==> config.mk <==
export PLATFORM = sky130hd
export DESIGN_NAME = pwm_multi
export DESIGN_NICKNAME = d
export VERILOG_FILES = /design/src/rtl/pwm_pkg.sv /design/src/rtl/pwm_timebase.sv /design/src/rtl/pwm_multi.sv
export SDC_FILE = /design/constraint.sdc
export NUM_CORES = 1
export LEC_CHECK = 0
export CORE_MARGIN = 3
export CORE_UTILIZATION = 59
export CTS_CLUSTER_SIZE = 25
export DETAILED_ROUTE_END_ITERATION = 6
export PLACE_DENSITY = 0.8
export SLEW_MARGIN = 15
export SYNTH_ARGS = -nofsm -noshare
export SYNTH_HDL_FRONTEND = slang
export SYNTH_SLANG_ARGS = --single-unit
==> constraint.sdc <==
create_clock -name clk_sys_i -period 2.7 [get_ports clk_sys_i]
set_input_delay 0.54 -clock clk_sys_i [delete_from_list [all_inputs] [get_ports clk_sys_i]]
set_output_delay 0.54 -clock clk_sys_i [all_outputs]
set_load 0.01 [all_outputs]
==> src/rtl/pwm_pkg.sv <==
// rtl/pwm_pkg.sv - shared types and constants for the multi-channel PWM
package pwm_pkg;

    typedef enum logic {
        PwmEdge   = 1'b0,
        PwmCentre = 1'b1
    } pwm_mode_e;

    // Reset period is the largest value the counter width can hold.
    function automatic logic [63:0] default_period(input int unsigned width);
        return (64'd1 << width) - 64'd1;
    endfunction

endpackage

==> src/rtl/pwm_timebase.sv <==
// rtl/pwm_timebase.sv - shared period counter, direction, boundary detect and period/mode shadowing
module pwm_timebase
    import pwm_pkg::*;
#(
    parameter int CtrSize = 8
) (
    input  logic               clk,
    input  logic               rst,
    input  logic               period_we,
    input  logic [CtrSize-1:0] period_wdata,
    input  logic               mode_we,
    input  pwm_mode_e          mode_wdata,
    output logic [CtrSize-1:0] counter,
    output logic               boundary,
    output logic               period_start,
    output logic               pending_diff
);

    localparam logic [CtrSize-1:0] PeriodRst = CtrSize'(default_period(CtrSize));
    localparam logic [CtrSize-1:0] One       = CtrSize'(1);

    logic [CtrSize-1:0] period_pend;
    logic [CtrSize-1:0] period_act;
    logic [CtrSize-1:0] period_next;
    pwm_mode_e          mode_pend;
    pwm_mode_e          mode_act;
    pwm_mode_e          mode_next;
    logic               dir_down;

    // A write landing in the boundary cycle is forwarded straight into the active copy.
    always_comb begin
        period_next = period_we ? period_wdata : period_pend;
        mode_next   = mode_we ? mode_wdata : mode_pend;
    end

    always_comb begin
        boundary = 1'b0;
        if (mode_act == PwmEdge) begin
            boundary = (counter == period_act);
        end else begin
            boundary = (dir_down && counter == One) ||
                       (!dir_down && counter == period_act && period_act <= One);
        end
    end

    assign pending_diff = (period_pend != period_act) || (mode_pend != mode_act);

    always_ff @(posedge clk) begin
        if (rst) begin
            counter      <= '0;
            dir_down     <= 1'b0;
            period_pend  <= PeriodRst;
            period_act   <= PeriodRst;
            mode_pend    <= PwmEdge;
            mode_act     <= PwmEdge;
            period_start <= 1'b0;
        end else begin
            period_pend  <= period_next;
            mode_pend    <= mode_next;
            // Lines up with the pwm output register, which also lags the counter by one.
            period_start <= (counter == '0);
            if (boundary) begin
                counter    <= '0;
                dir_down   <= 1'b0;
                period_act <= period_next;
                mode_act   <= mode_next;
            end else if (mode_act == PwmCentre && !dir_down && counter == period_act) begin
                counter  <= counter - One;
                dir_down <= 1'b1;
            end else if (dir_down) begin
                counter <= counter - One;
            end else begin
                counter <= counter + One;
            end
        end
    end

endmodule

==> src/rtl/pwm_multi.sv <==
// rtl/pwm_multi.sv - multi-channel PWM with shadowed duty/period/mode and edge or centre alignment
module pwm_multi
    import pwm_pkg::*;
#(
    parameter int                     NumChannels = 4,
    parameter int                     CtrSize     = 8,
    parameter logic [NumChannels-1:0] OutInvert   = '0,
    localparam int                    ChanW       = (NumChannels > 1) ? $clog2(NumChannels) : 1
) (
    input  logic                   clk_sys_i,
    input  logic                   rst_sys_i,
    input  logic                   duty_we_i,
    input  logic [ChanW-1:0]       duty_chan_i,
    input  logic [CtrSize-1:0]     duty_i,
    input  logic                   period_we_i,
    input  logic [CtrSize-1:0]     period_i,
    input  logic                   mode_we_i,
    input  logic                   mode_i,
    input  logic [NumChannels-1:0] enable_i,
    output logic [NumChannels-1:0] pwm_o,
    output logic                   period_start_o,
    output logic                   update_pending_o
);

    logic [CtrSize-1:0]     counter;
    logic                   boundary;
    logic                   timebase_diff;
    logic [NumChannels-1:0] duty_diff;
    logic [NumChannels-1:0] pwm_raw;

    pwm_timebase #(
        .CtrSize(CtrSize)
    ) u_timebase (
        .clk          (clk_sys_i),
        .rst          (rst_sys_i),
        .period_we    (period_we_i),
        .period_wdata (period_i),
        .mode_we      (mode_we_i),
        .mode_wdata   (pwm_mode_e'(mode_i)),
        .counter      (counter),
        .boundary     (boundary),
        .period_start (period_start_o),
        .pending_diff (timebase_diff)
    );

    // Out-of-range channel indices match no channel, so such writes fall away.
    for (genvar c = 0; c < NumChannels; c++) begin : g_chan
        logic [CtrSize-1:0] duty_pend;
        logic [CtrSize-1:0] duty_act;
        logic [CtrSize-1:0] duty_next;

        always_comb begin
            duty_next = (duty_we_i && duty_chan_i == ChanW'(c)) ? duty_i : duty_pend;
        end

        always_ff @(posedge clk_sys_i) begin
            if (rst_sys_i) begin
                duty_pend <= '0;
                duty_act  <= '0;
            end else begin
                duty_pend <= duty_next;
                if (boundary) begin
                    duty_act <= duty_next;
                end
            end
        end

        assign duty_diff[c] = (duty_pend != duty_act);
        assign pwm_raw[c]   = enable_i[c] && (counter < duty_act);
    end

    always_ff @(posedge clk_sys_i) begin
        if (rst_sys_i) begin
            pwm_o <= OutInvert;
        end else begin
            pwm_o <= pwm_raw ^ OutInvert;
        end
    end

    assign update_pending_o = timebase_diff || (|duty_diff);

endmodule

==> run_results.csv, run 1 <==
group,metric,value,unit
floorplanning,rows,32,
global_routing,antenna_found_initial,0,
power_and_ir_drop,p_leak,0.00243,µW
global_routing,grt_pass1_wl,18000,µm
sta,fmax,422,MHz
global_routing,grt_max_degree,37,
floorplanning,start_util,61.4,%
clock_network,cts_tree,"built",
route,drc_errors,0,
sta,drv_slew,0,
sta,finalSetupTns,0,ps
placed_design,gp_congestion,0.813,
worst_setup_path,cp.arrival,1830,ps
run_status,status,"finished clean",
route,vias_per_cell,5.76,
clock_network,ctsHoldBuffers,0,
worst_setup_path,crit_family,"simple AND/OR/NAND/NOR gates",
placed_design,dpl.hpwl,8510,µm
logic_synthesis,synth_warnings,0,
logic_synthesis,synth_ff_type,"dfxtp_1",
sta,hold_violations,0,
worst_setup_path,endpoint_kind,"output pin",
finish,layout_common_cells,"dfxtp_1, nor2_1, xnor2_1",
route,top_layer,"met4",
sta,skew,12.4,ps
finish,nNetsFinal,582,
power_and_ir_drop,power_density,501,nW/µm²
floorplanning,dieHeight,95.9,µm
sta,slew_headroom,64.1,%
worst_setup_path,slowest_stage,"dfxtp_1",
route,wl_per_cell,18.3,µm
route,wl_met1,4950,µm
clock_network,clk_latency,360,ps
logic_synthesis,synth_nets,544,
worst_setup_path,path_class,"register to output pin",
placed_design,portBuffers,33,
route,antenna_left,0,
placed_design,place_area,5240,µm²
clock_network,htreeDepth,3,
sta,rsz0062_at_grt,"no",
logic_synthesis,ys_seq_area_share,40.3,%
floorplanning,die_area,9190,µm²
worst_setup_path,cp.required,2160,ps
route,met2_length,5750,µm
logic_synthesis,ys_ff_latch,96,
route,drt_iter0_drc,164,
finish,final_common_cell,"dfxtp_1",
power_and_ir_drop,ir_worst_vdd,0.380,mV
route,wl,11500,µm
floorplanning,die_width,95.9,µm
sta,finalCriticalPeriod,2370,ps
worst_setup_path,path_buf_inv,1,
finish,final_layout_size_suffix_gt1_share,8.17,%
sta,worstMarginPinSlew,537,ps
clock_network,cts-root-buf,"clkbuf_8",
logic_synthesis,synth_edf_count,0,
worst_setup_path,crit_top_cell,"nand3_1",
logic_synthesis,synth_area,4770,µm²
floorplanning,core,7770,µm²
finish,postLayoutCellArea,5440,µm²
sta,fin_ws,331,ps
logic_synthesis,synth_area_per_cell,9.85,µm²
worst_setup_path,cp_cell_sequence,"xor2_1 > nor4_1 > nand3_1 > nor3_1 > nand3_1 > dlymetal6s2s_1",
min_path,holdCritPathClass,"register to register",
clock_network,cts_buffers,9,
clock_network,clk_pin_slew,90,ps
finish,diodes,0,
worst_setup_path,cp_max_fo,4,
route,vias,3617,
sta,min_period_over_period,87.7,%
sta,whs,528,ps
sta,finalSetupViolCount,0,
worst_setup_path,worst_path_largest_cell_delay,360,ps
job,cap_violations,0,
floorplanning,ios,34,
global_routing,track_usage,26.1,%
clock_network,clock_sinks,96,
global_routing,first_global_vias,3643,
placed_design,pre_cts_slack,368,ps
route,first_pass_iters,6,
logic_synthesis,ys_types,46,
route,wl_met3,509,µm
clock_network,cts_buffer_depth,2,
worst_setup_path,startpoint_type,"register",
finish,area_delta_synth_final,14.0,%
global_routing,globalRouteOverflowTotal,0,
logic_synthesis,synthArstFlopShare,0,%
logic_synthesis,postSynthCellCount,484,
[metrics by stage]
stage	total power, µW	utilization (%)	cells
2_1_floorplan	1690	-	484
3_3_place_gp	1810	67.4	613
3_5_place_dp	1820	67.4	613
4_1_cts	2740	70.0	628
5_1_grt	2820	70.0	628
6_report	2720	70.0	628
[layout make-up]
cell class,count,area [µm²]
flip-flops and latches,96,1920
well taps,102,128
fillers,611,2330
clock buffers,9,124
clock inverters,6,70.1
multi-input cells,327,2570
repair buffers,50,480
inverters,38,143
[worst reg2reg max path, delay by kind of cell (launching register included)]
kind,cells,cell delay (ps)
AOI/OAI and AO/OA,3,540
xor gates and xnor gates,1,180
DFF,1,620
and+or+nand+nor,2,930
[sequential cells by signal, indices dropped and copies added, names as in the netlist]
name / cells
u_timebase.dir_down: 1
g_chan.duty_pend: 32
u_timebase.period_start: 1
u_timebase.mode_pend: 1
u_timebase.period_pend: 8
pwm_o: 4
g_chan.duty_act: 32
u_timebase.mode_act: 1
u_timebase.counter: 8
u_timebase.period_act: 8
[what timing repair did]
action	CTS	global route
gates cloned	0	0
hold endpoints to repair	0	0
buffers inserted	0	0
setup endpoints to repair	1	1
resized for setup	1	1
[metal layers]
layer,track usage (%),vias to the layer above
met5,0,-
met1,31.8,1731
li1,-,1777
met3,3.91,26
met2,45.5,83
met4,11.7,0
[report_power, final]
part           leakage (µW)  total [µW]  internal, µW  switching (µW)
logic               0.00156         311           155             157
clock network     0.0000879         937           428             509
registers          0.000780        1480          1450            26.8
total               0.00243        2720          2030             693
[kinds of logic after synthesis]
group / Yosys count / synth area share [%]
buf+inv: 61 / 5.85
compound gates: 84 / 14.4
mux: 36 / 7.56
simple gates: 122 / 13.7
xor+xnor: 53 / 9.74
flops: 96 / 40.3
fa+ha+maj: 32 / 8.40
[Yosys cell counts (2+ instances only)]
| cell | number | area (µm²) |
|---|---|---|
| a211o_1 | 8 | 70.1 |
| a211oi_1 | 5 | 37.5 |
| a21o_1 | 8 | 60.1 |
| and3_1 | 2 | 12.5 |
| buf_1 | 2 | 7.51 |
| buf_2 | 2 | 10.0 |
| buf_6 | 2 | 22.5 |
| clkbuf_1 | 15 | 56.3 |
| dfxtp_1 | 96 | 1920 |
| ha_1 | 32 | 400 |
| inv_1 | 38 | 143 |
| mux2i_1 | 36 | 360 |
| nand2_1 | 7 | 26.3 |
| nand2b_1 | 4 | 25.0 |
| nand3_1 | 9 | 45.0 |
| nand3b_1 | 4 | 30.0 |
| nand4_1 | 11 | 68.8 |
| nor2_1 | 48 | 180 |
| nor2b_1 | 8 | 50.1 |
| nor3_1 | 9 | 45.0 |
| nor3b_1 | 2 | 15.0 |
| nor4_1 | 6 | 37.5 |
| nor4_4 | 2 | 42.5 |
| o211ai_1 | 4 | 30.0 |
| o21ai_0 | 9 | 45.0 |
| o22a_1 | 33 | 289 |
| o2bb2ai_1 | 8 | 70.1 |
| or3_1 | 5 | 31.3 |
| xnor2_1 | 39 | 342 |
| xor2_1 | 14 | 123 |
[path summary, 6_finish.rpt]
kind	endpoint	from	depth (start not counted)	slack [ps]
min	u_timebase.period_act[6]	u_timebase.period_act[6]	2	530
max reg2reg	u_timebase.counter[4]	u_timebase.counter[1]	6	370
max	update_pending_o	u_timebase.period_act[5]	6	330
min reg2reg	u_timebase.period_act[6]	u_timebase.period_act[6]	2	530
(Power assumes the default switching activity.)
==> inputs of run 2 (changes only) <==
--- a/config.mk
+++ b/config.mk
@@ -14,3 +14,4 @@
 export SYNTH_ARGS = -nofsm -noshare
 export SYNTH_HDL_FRONTEND = slang
 export SYNTH_SLANG_ARGS = --single-unit
+export TNS_END_PERCENT = 20
==> results of run 2 <==
Final layout, timing and power as in run 1 (identical DEF).
